$ cat config.mk
export PLATFORM = sky130hd
export DESIGN_NAME = sat_counter
export DESIGN_NICKNAME = d
export VERILOG_FILES = /design/src/rtl/increment_checker_pkg.sv /design/src/rtl/increment_checker_sat.sv
export SDC_FILE = /design/constraint.sdc
export NUM_CORES = 1
export LEC_CHECK = 0
export CAP_MARGIN = 20
export CORE_AREA = 2 2 39 41
export DETAILED_ROUTE_END_ITERATION = 16
export DIE_AREA = 0 0 41 43
export GPL_ROUTABILITY_DRIVEN = 1
export PLACE_DENSITY_LB_ADDON = 0.3
export SYNTH_ARGS = -nofsm -noshare
export SYNTH_HDL_FRONTEND = slang
export SYNTH_SLANG_ARGS = --single-unit
$ cat constraint.sdc
create_clock -name clk -period 2 [get_ports clk]
set_input_delay 0.4 -clock clk [delete_from_list [all_inputs] [get_ports clk]]
set_output_delay 0.4 -clock clk [all_outputs]
set_load 0.02 [all_outputs]
$ cat src/rtl/increment_checker_pkg.sv
// Shared definitions for the incrementing-count stream checker.
// Holds the FSM state encoding and the saturating-increment helper.
// Pure declarations: no timing, no flow control.
package increment_checker_pkg;

    typedef enum logic [1:0] {
        ST_ACQUIRE = 2'd0,
        ST_LOCKED  = 2'd1,
        ST_SLIP    = 2'd2
    } state_t;

    // Returns val+1, clamped at max_val so a counter never rolls over.
    function automatic logic [31:0] sat_inc(input logic [31:0] val, input logic [31:0] max_val);
        if (val >= max_val)
            return max_val;
        else
            return val + 32'd1;
    endfunction

endpackage

$ cat src/rtl/increment_checker_sat.sv
// Saturating event counter: counts inc pulses, sticks at all-ones.
// Latency: count reflects inc one cycle after the sampling edge.
// No backpressure; inc is an unconditional one-cycle event.
module sat_counter
    import increment_checker_pkg::*;
#(
    parameter int CNT_WIDTH = 8
) (
    input  logic                 clk,
    input  logic                 reset,
    input  logic                 inc,
    output logic [CNT_WIDTH-1:0] count
);

    localparam logic [31:0] MAX_VAL = 32'((64'd1 << CNT_WIDTH) - 64'd1);

    // Count events, clamping at the maximum value.
    always_ff @(posedge clk) begin
        if (reset)
            count <= '0;
        else if (inc)
            count <= CNT_WIDTH'(sat_inc(32'(count), MAX_VAL));
    end

endmodule

# After elaboration in Yosys (flattened, before gate mapping)
# Cells that the tools add are included.
[totals] elab_cells=4 inputBits=3 register_bits=8
[op_classes] order_cmp=1 n_mux=1 add_sub_neg=1
[ops] operator="$add 8x1->8 const B" n=1
[ops] operator="$ge 8x8->1 const B" n=1
[ops] operator="$mux 8" n=1

# Logic depth before layout (Yosys ltp)
# Gate-level depths: netlist of the first run.
[depth] ltp_word=2 mapped_depth=4 mapped_depth_nobuf=4

# Worst setup path before layout of the first run
# Ideal clock, no wire load.
[synth_timing] path_type="register to register" startpoint="register count[0]" endpoint="register count[7]" setup_slack_ns=0.547 stages_incl_launch_ff=4 path_buffers=0 arrival_time_ns=1.338 synth_period_minus_slack_ns=1.453 required_ns=1.884 path_cell_list="dfxtp_1 -> nand4_2 -> or4b_1 -> and3b_1"
[synth_via] elab_chain_cells=2 word_cells_on_any_way=3 classes_between="add/sub: 1; order compare: 1; mux: 1"
[synth_lines] element="start, declared" line="increment_checker_sat.sv:12" rtl="output logic [CNT_WIDTH-1:0] count"
[synth_lines] element="start signal, assigned" line="increment_checker_sat.sv:22" rtl="count <= CNT_WIDTH'(sat_inc(32'(count), MAX_VAL));"
[synth_lines] element="$add 8x1->8 / $ge 8x8->1 (equally long branches)" line="increment_checker_pkg.sv:17, increment_checker_pkg.sv:14"
[synth_lines] element="$mux 8 (*)" line="increment_checker_pkg.sv:14" rtl="if (val >= max_val)"
# Every way passes the cells marked *; elsewhere a longest branch is shown, timed or not.
# A chain may end at the register's enable or synchronous reset.

# Worst setup path after layout of the first run
[layout_timing] startpoint="register count[3]" endpoint="output count[3]"
# No word-level cell between the ends.

==> results of run 1 <==
layer usage:
metal	part of all wire	global-route usage	vias up
li1	-	-	180
met1	0.45	0.159	162
met2	0.45	0.144	13
met3	0.077	0.0785	2
met4	0.013	0.0600	0
met5	0	0	-
final cells by class:
cell class,instances,share of cell area
clock buffers,3,0.0432
repair buffers,12,0.221
flip-flops and latches,8,0.307
multi-input cells,29,0.391
well taps,16,0.0384
worst paths after layout:
check                                           start                     to  slack [ns]
worst max register to register  count[0]$_SDFFE_PP0P_  count[7]$_SDFFE_PP0P_        0.63
worst max-delay path            count[3]$_SDFFE_PP0P_               count[3]        0.27
worst min-delay path            count[5]$_SDFFE_PP0P_  count[5]$_SDFFE_PP0P_        0.57
worst min register to register  count[5]$_SDFFE_PP0P_  count[5]$_SDFFE_PP0P_        0.57
metrics by stage:
stage / instance area [um2] / cells
3_5_place_dp: 499 / 65
2_1_floorplan: 368 / 38
3_3_place_gp: 499 / 65
5_1_grt: 522 / 68
6_report: 522 / 68
4_1_cts: 522 / 68
power groups by stage:
| stage | combinational (mW) | clock [mW] | sequential [mW] |
|---|---|---|---|
| 2_1_floorplan | 0.0115 | 0 | 0.178 |
| 4_1_cts | 0.0339 | 0.131 | 0.170 |
| 6_report | 0.0334 | 0.123 | 0.169 |
| 5_1_grt | 0.0375 | 0.138 | 0.170 |
| 3_5_place_dp | 0.0336 | 0 | 0.173 |
| 3_3_place_gp | 0.0337 | 0 | 0.173 |
cell usage in the layout (no fill, tap or decap):
cell             instances
a31oi_1                  1
xnor2_1                  1
nand4_2                  1
and3_2                   1
mux2i_1                  1
ha_1                     1
or3_2                    1
and4b_1                  1
o21bai_1                 1
clkbuf_4                 3
nand3_1                  1
nand2_1                  2
o21ai_0                  1
and4_1                   1
clkdlybuf4s50_1         10
and3_1                   1
nand4_1                  2
xor2_1                   2
dfxtp_1                  8
and3b_1                  1
buf_4                    2
nor3_1                   2
or4b_1                   1
a21oi_1                  6
cell usage after synthesis (all sizes together):
| cell | count | share of area |
|---|---|---|
| dfxtp | 8 | 0.44 |
| a21oi | 6 | 0.082 |
| nand4 | 3 | 0.068 |
| and3 | 2 | 0.037 |
| nand2 | 2 | 0.020 |
| nor3 | 2 | 0.027 |
| xor2 | 2 | 0.048 |
| a31oi | 1 | 0.017 |
| and3b | 1 | 0.024 |
| and4 | 1 | 0.024 |
| and4b | 1 | 0.027 |
| buf | 1 | 0.010 |
| ha | 1 | 0.034 |
| mux2i | 1 | 0.027 |
| nand3 | 1 | 0.014 |
| o21ai | 1 | 0.014 |
| o21bai | 1 | 0.020 |
| or3 | 1 | 0.020 |
| or4b | 1 | 0.027 |
| xnor2 | 1 | 0.024 |
kinds of logic after synthesis:
logic type	count (synthesis)	synth area share
compound gates	9	0.133
flops	8	0.435
simple gates	15	0.289
buf+inv	1	0.0102
xor+xnor	3	0.0714
fa+ha+maj	1	0.0340
mux	1	0.0272
==> results.tsv, run 1 <==
metric	value	unit
cts_buffer_depth	2	
finalCritPeriodShare	0.866	
hold_path_depth	2	
pwr-share-comb	0.102	
cts_inserted_buffers	3	
num_vias	357	
p_sw_frac	0.230	
synth-seq-cells	8	
grt_remaining_overflow	0	
cts_resized	0	
drtIter0Drc	4	
path_cells	clkdlybuf4s50_1	
clk_latency	0.25	ns
wire_per_inst	11.6	um
p_clk_frac	0.378	
layout.nets	58	
place.detailed.hpwl	543	um
cts_hold_buffers	0	
io_pins	11	
area_growth	41.8	%
critPathMaxStageDelay	0.64	ns
path_buf_inv	1	
cts.sinks	8	
dp_slack	0.141	ns
first_pass_iters	4	
yosysUniqueCellTypes	22	
rr_worst_depth	3	
postSynthCellCount	38	
hold_path.class	register to register	
power_frac_seq	0.520	
worstPathArrival	1.33	ns
cts_root_buf	clkbuf_4	
wl	790	um
peakVddDrop	357	uV
core	1380	um2
die_x	41	um
finalPower	0.326	mW
clkTransAtPathRegs	0.05	ns
finalClockSkew	0.00191	ns
max-cap-violations	0	
multi_input_area	204	um2
worstSetupEndpointType	output port	
reg_top3	count x8	
drive_gt1_frac	0.154	
post_cts_buffers	0	
crit_fanout	7	
cts_tree	done	
yosys_warnings	0	
hold_violations	0	
vias_per_cell	5.25	
fin_hold_ws	0.566	ns
worst_slew_pin_slew	0.309	ns
cts_max_level	1	
regMostFlops	count	
net-switching-power	0.0750	mW
tns	0	ns
grt_max_degree	9	
rsz0062_at_grt	false	
period_needed	1.73	ns
startpoint_type	register	
setup_viol	0	
die_height	43	um
first_global_vias	314	
crit_cells	1	
drc	0	
ys_seq_area_frac	0.435	
p_int	0.251	mW
synth_area	368	um2
globalplace.congestion	0.656	
powerDensity	625	nW/um2
grt_pass1_wl	1.37	mm
fmax	0.577	GHz
antenna_found_initial	0	
antennaDiodeCount	0	
slew_violations	0	
setup_ws	0.267	ns
dieArea	1760	um2
place.port_buffers	10	
status	complete, no violations	
relSlewSlack	0.793	
ff_latch_area	160	um2
slowest_stage	clkdlybuf4s50_1	
power_leakage	0.197	nW
track_usage	0.120	
syn_nets	42	
avgSynthCellArea	9.68	um2
drtAntennaViolNets	0	
row_count	14	
required	1.60	ns
start_util	0.266	
largest_reg_flops	8	
path_delay_family	buffers and inverters	
crit_type	register to output port	
postLayoutCoreUtil	0.377	
fillerInstances	149	
Power figures use the tool's default switching activity.
==> run 2, diff against run 1 <==
Settings changed: PLACE_DENSITY set to 0.52, PLACE_DENSITY_LB_ADDON 0.3 to unset.
==> run 2 against run 1 <==
Non-clock buffer count did not move. Sequential power barely moved. Design area did not move. Clock power rose by 3%. Via count fell by 3.1%. Routed wire length rose by 1.5%. Maximum frequency fell by 1.6%. Register-to-register slack barely moved. Largest cell class unchanged. Highest routed layer unchanged.
==> results.tsv, run 2 (synthesis results as in run 1) <==
metric	value	unit	change
status	complete, no violations		unchanged
worst_slew_pin_slew	0.300	ns	was 0.309 ns
place.port_buffers	10		unchanged
track_usage	0.110		was 0.120
tns	0	ns	unchanged
rr_endpoint	count[5]$_SDFFE_PP0P_		was count[7]$_SDFFE_PP0P_
net-switching-power	0.0785	mW	was 0.0750 mW
power_frac_seq	0.514		was 0.520
placed_cell_area	499	um2	unchanged
setup_viol	0		unchanged
finalPower	0.329	mW	was 0.326 mW
layout.nets	58		unchanged
die_height	43	um	unchanged
rsz0062_at_grt	false		unchanged
first_global_vias	294		was 314
slew_violations	0		unchanged
worstSetupEndpointType	output port		unchanged
p_int	0.251	mW	about the same
row_count	14		unchanged
path_cells	clkdlybuf4s50_1		unchanged
area_growth	41.8	%	unchanged
cts_buffer_depth	2		unchanged
core	1380	um2	unchanged
crit_type	register to output port		unchanged
cts_root_buf	clkbuf_4		unchanged
path_buf_inv	1		unchanged
wire_per_inst	11.8	um	was 11.6 um
rr_worst_depth	4		was 3
critPathLaunch	count[3]$_SDFFE_PP0P_		unchanged
critPathMaxStageDelay	0.65	ns	was 0.64 ns
critPathCapture	count[3]		unchanged
relSlewSlack	0.799		was 0.793
path_delay_family	buffers and inverters		unchanged
final_cell_mix	clkdlybuf4s50_1 (10), dfxtp_1 (8), a21oi_1 (6)		unchanged
max-cap-violations	0		unchanged
finalClockSkew	0.00336	ns	was 0.00191 ns
cts_max_level	1		unchanged
pwr-share-comb	0.101		was 0.102
p_clk_frac	0.385		was 0.378
num_vias	346		was 357
post_cts_buffers	0		unchanged
vias_per_cell	5.09		was 5.25
clkTransAtPathRegs	0.06	ns	was 0.05 ns
ff_latch_area	160	um2	unchanged
fin_hold_ws	0.571	ns	was 0.566 ns
rrSetupSlack	0.62	ns	was 0.63 ns
slowest_stage	clkdlybuf4s50_1		unchanged
p_sw_frac	0.238		was 0.230
dieArea	1760	um2	unchanged
grt_max_degree	9		unchanged
setup_ws	0.240	ns	was 0.267 ns
place.detailed.hpwl	565	um	was 543 um
fmax	0.568	GHz	was 0.577 GHz
dp_slack	0.213	ns	was 0.141 ns
cts_inserted_buffers	3		unchanged
cts.sinks	8		unchanged
worstPathArrival	1.36	ns	was 1.33 ns
grt_remaining_overflow	0		unchanged
crit_cells	1		unchanged
peakVddDrop	350	uV	was 357 uV
globalplace.congestion	0.655		was 0.656
fillerInstances	145		was 149
finalCritPeriodShare	0.880		was 0.866
cts_tree	done		unchanged
antennaDiodeCount	0		unchanged
start_util	0.266		unchanged
drive_gt1_frac	0.154		unchanged
startpoint_type	register		unchanged
multi_input_area	204	um2	unchanged
drtAntennaViolNets	0		unchanged
io_pins	11		unchanged
powerDensity	631	nW/um2	was 625 nW/um2
first_pass_iters	2		was 4
drc	0		unchanged
crit_fanout	7		unchanged
clk_latency	0.26	ns	was 0.25 ns
period_needed	1.76	ns	was 1.73 ns
hold_path.class	register to register		unchanged
reg_top3	count x8		unchanged
grt_pass1_wl	1.26	mm	was 1.37 mm
hold_violations	0		unchanged
r2r_start	count[0]$_SDFFE_PP0P_		unchanged
required	1.60	ns	about the same
largest_reg_flops	8		unchanged
postLayoutCellArea	522	um2	unchanged
cts_hold_buffers	0		unchanged
final_common_cell	clkdlybuf4s50_1		unchanged
regMostFlops	count		unchanged
cts_resized	0		unchanged
antenna_found_initial	0		unchanged
die_x	41	um	unchanged
power_leakage	0.197	nW	unchanged
drtIter0Drc	8		was 4
wl	802	um	was 790 um
-- run 2: cell counts in the layout (fill, tap and decap cells not counted) --
No cell type changed its count.
-- run 2: cell type report --
type	count	share of cell area
flip-flops and latches	8	0.307
well taps	16	0.0384
repair buffers	12	0.221
multi-input cells	29	0.391
clock buffers	3	0.0432
-- run 2: routing by layer --
metal,vias up,wire length (um),global-route usage
met5,-,0,0
met4,0,12,0.0800
met3,2,43,0.0471
met2,10,374,0.131
met1,157,371,0.148
li1,177,-,-
-- run 2: metrics by stage --
stage	utilization	instances
after detailed placement	0.361	65
after global placement	0.361	65
after global routing	0.377	68
after floorplan	-	38
final	0.377	68
after CTS	0.377	68
-- run 2: how the worst min path moves through the flow --
| stage | slack, ns | endpoint | start | cells after the start |
|---|---|---|---|---|
| floorplan | 0.60 | count[0]$_SDFFE_PP0P_ | inc | 2 |
| global placement | 0.57 | count[5]$_SDFFE_PP0P_ | count[5]$_SDFFE_PP0P_ | 2 |
| detailed placement | 0.56 | count[5]$_SDFFE_PP0P_ | count[5]$_SDFFE_PP0P_ | 2 |
| CTS | 0.57 | count[5]$_SDFFE_PP0P_ | count[5]$_SDFFE_PP0P_ | 2 |
| global route | 0.60 | count[4]$_SDFFE_PP0P_ | count[4]$_SDFFE_PP0P_ | 2 |
| finish | 0.57 | count[6]$_SDFFE_PP0P_ | count[6]$_SDFFE_PP0P_ | 2 |
-- run 2: power by group through the flow --
stage                     Combinational, mW  Clock (mW)  Sequential [mW]
after floorplan                      0.0115           0            0.178
after global placement               0.0335           0            0.173
after detailed placement             0.0336           0            0.173
after CTS                            0.0337       0.130            0.169
after global routing                 0.0365       0.136            0.170
final                                0.0332       0.127            0.169
==> run 3, diff against run 2 <==
Settings changed: GPL_ROUTABILITY_DRIVEN 1 to 0, PLACE_DENSITY 0.52 to 0.56.
==> run 3 against run 2 <==
Setup slack improved by 0.031 ns. Global-route usage rose by 0.58 points. Worst hold slack worse by 0.0056 ns. Clock skew down 0.0015 ns. Routed wire length down 0.50%. Highest routed layer unchanged.
==> results.tsv, run 3 (synthesis results as in run 1) <==
metric	value	unit	change
place.port_buffers	10		unchanged
setup_viol	0		unchanged
die_x	41	um	unchanged
required	1.60	ns	about the same
track_usage	0.115		was 0.110
wl	798	um	was 802 um
period_needed	1.73	ns	was 1.76 ns
status	complete, no violations		unchanged
max-cap-violations	0		unchanged
start_util	0.266		unchanged
relSlewSlack	0.811		was 0.799
cts_buffer_depth	2		unchanged
postLayoutCoreUtil	0.377		unchanged
hold_violations	0		unchanged
layout.nets	58		unchanged
path_delay_family	buffers and inverters		unchanged
largest_reg_flops	8		unchanged
grt_max_degree	9		unchanged
path_buf_inv	1		unchanged
placed_cell_area	499	um2	unchanged
finalCritPeriodShare	0.865		was 0.880
cts_tree	done		unchanged
slowest_stage	clkdlybuf4s50_1		unchanged
core	1380	um2	unchanged
first_global_vias	289		was 294
clk_latency	0.26	ns	about the same
antenna_found_initial	0		unchanged
tns	0	ns	unchanged
io_pins	11		unchanged
drtAntennaViolNets	0		unchanged
cts_hold_buffers	0		unchanged
drtIter0Drc	1		was 8
rsz0062_at_grt	false		unchanged
final_cell_mix	clkdlybuf4s50_1 (10), dfxtp_1 (8), a21oi_1 (6)		unchanged
power_leakage	0.197	nW	unchanged
regMostFlops	count		unchanged
cts_max_level	1		unchanged
wire_per_inst	11.7	um	was 11.8 um
drive_gt1_frac	0.154		unchanged
worstPathArrival	1.33	ns	was 1.36 ns
peakVddDrop	209	uV	was 350 uV
row_count	14		unchanged
slew_violations	0		unchanged
clkTransAtPathRegs	0.06	ns	about the same
finalClockSkew	0.00189	ns	was 0.00336 ns
cts.sinks	8		unchanged
dp_slack	0.192	ns	was 0.213 ns
dieArea	1760	um2	unchanged
cts_resized	0		unchanged
place.detailed.hpwl	587	um	was 565 um
cts_root_buf	clkbuf_4		unchanged
grt_remaining_overflow	0		unchanged
post_cts_buffers	0		unchanged
final_common_cell	clkdlybuf4s50_1		unchanged
postLayoutCellArea	522	um2	unchanged
finalPower	0.333	mW	was 0.329 mW
vias_per_cell	5.12		was 5.09
reg_top3	count x8		unchanged
first_pass_iters	2		unchanged
fmax	0.578	GHz	was 0.568 GHz
die_height	43	um	unchanged
crit_fanout	7		unchanged
antennaDiodeCount	0		unchanged
powerDensity	639	nW/um2	was 631 nW/um2
critPathMaxStageDelay	0.65	ns	about the same
path_cells	clkdlybuf4s50_1		unchanged
drc	0		unchanged
fillerInstances	151		was 145
startpoint_type	register		unchanged
worst_slew_pin_slew	0.282	ns	was 0.300 ns
area_growth	41.8	%	unchanged
cts_inserted_buffers	3		unchanged
hold_path.class	register to register		unchanged
crit_type	register to output port		unchanged
grt_pass1_wl	1.24	mm	was 1.26 mm
worstSetupEndpointType	output port		unchanged
num_vias	348		was 346
setup_ws	0.271	ns	was 0.240 ns
run 3: path summary, 6_finish.rpt:
path | startpoint | endpoint | slack, ns | cells after the start
worst min-delay path | count[5]$_SDFFE_PP0P_ | count[5]$_SDFFE_PP0P_ | 0.57 | 2
worst max register to register | count[0]$_SDFFE_PP0P_ | count[7]$_SDFFE_PP0P_ | 0.63 | 3
worst max-delay path | count[3]$_SDFFE_PP0P_ | count[3] | 0.27 | 1
worst min register to register | count[5]$_SDFFE_PP0P_ | count[5]$_SDFFE_PP0P_ | 0.57 | 2
run 3: per-stage QoR:
step / instances / hold WS, ns
finish: 68 / 0.566
CTS: 68 / 0.570
global placement: 65 / 0.556
detailed placement: 65 / 0.560
global route: 68 / 0.592
floorplan: 38 / 0.600
run 3: per-layer routing:
| layer | global-route usage | vias to the layer above | routed length (um) |
|---|---|---|---|
| met4 | 0.140 | 0 | 33 |
| met1 | 0.138 | 159 | 417 |
| met2 | 0.131 | 10 | 317 |
| met3 | 0.0471 | 4 | 30 |
| li1 | - | 175 | - |
| met5 | 0 | - | 0 |
run 3: area by class of cell:
type,instances,area (um2),area share
well taps,16,20.0,0.0384
clock buffers,3,22.5,0.0432
repair buffers,12,115,0.221
multi-input cells,29,204,0.391
flip-flops and latches,8,160,0.307
run 3: power by group:
part           leakage, nW  switching [mW]  internal [mW]
sequential          0.0648         0.00496          0.164
combinational        0.118          0.0154         0.0184
clock               0.0138          0.0618         0.0692
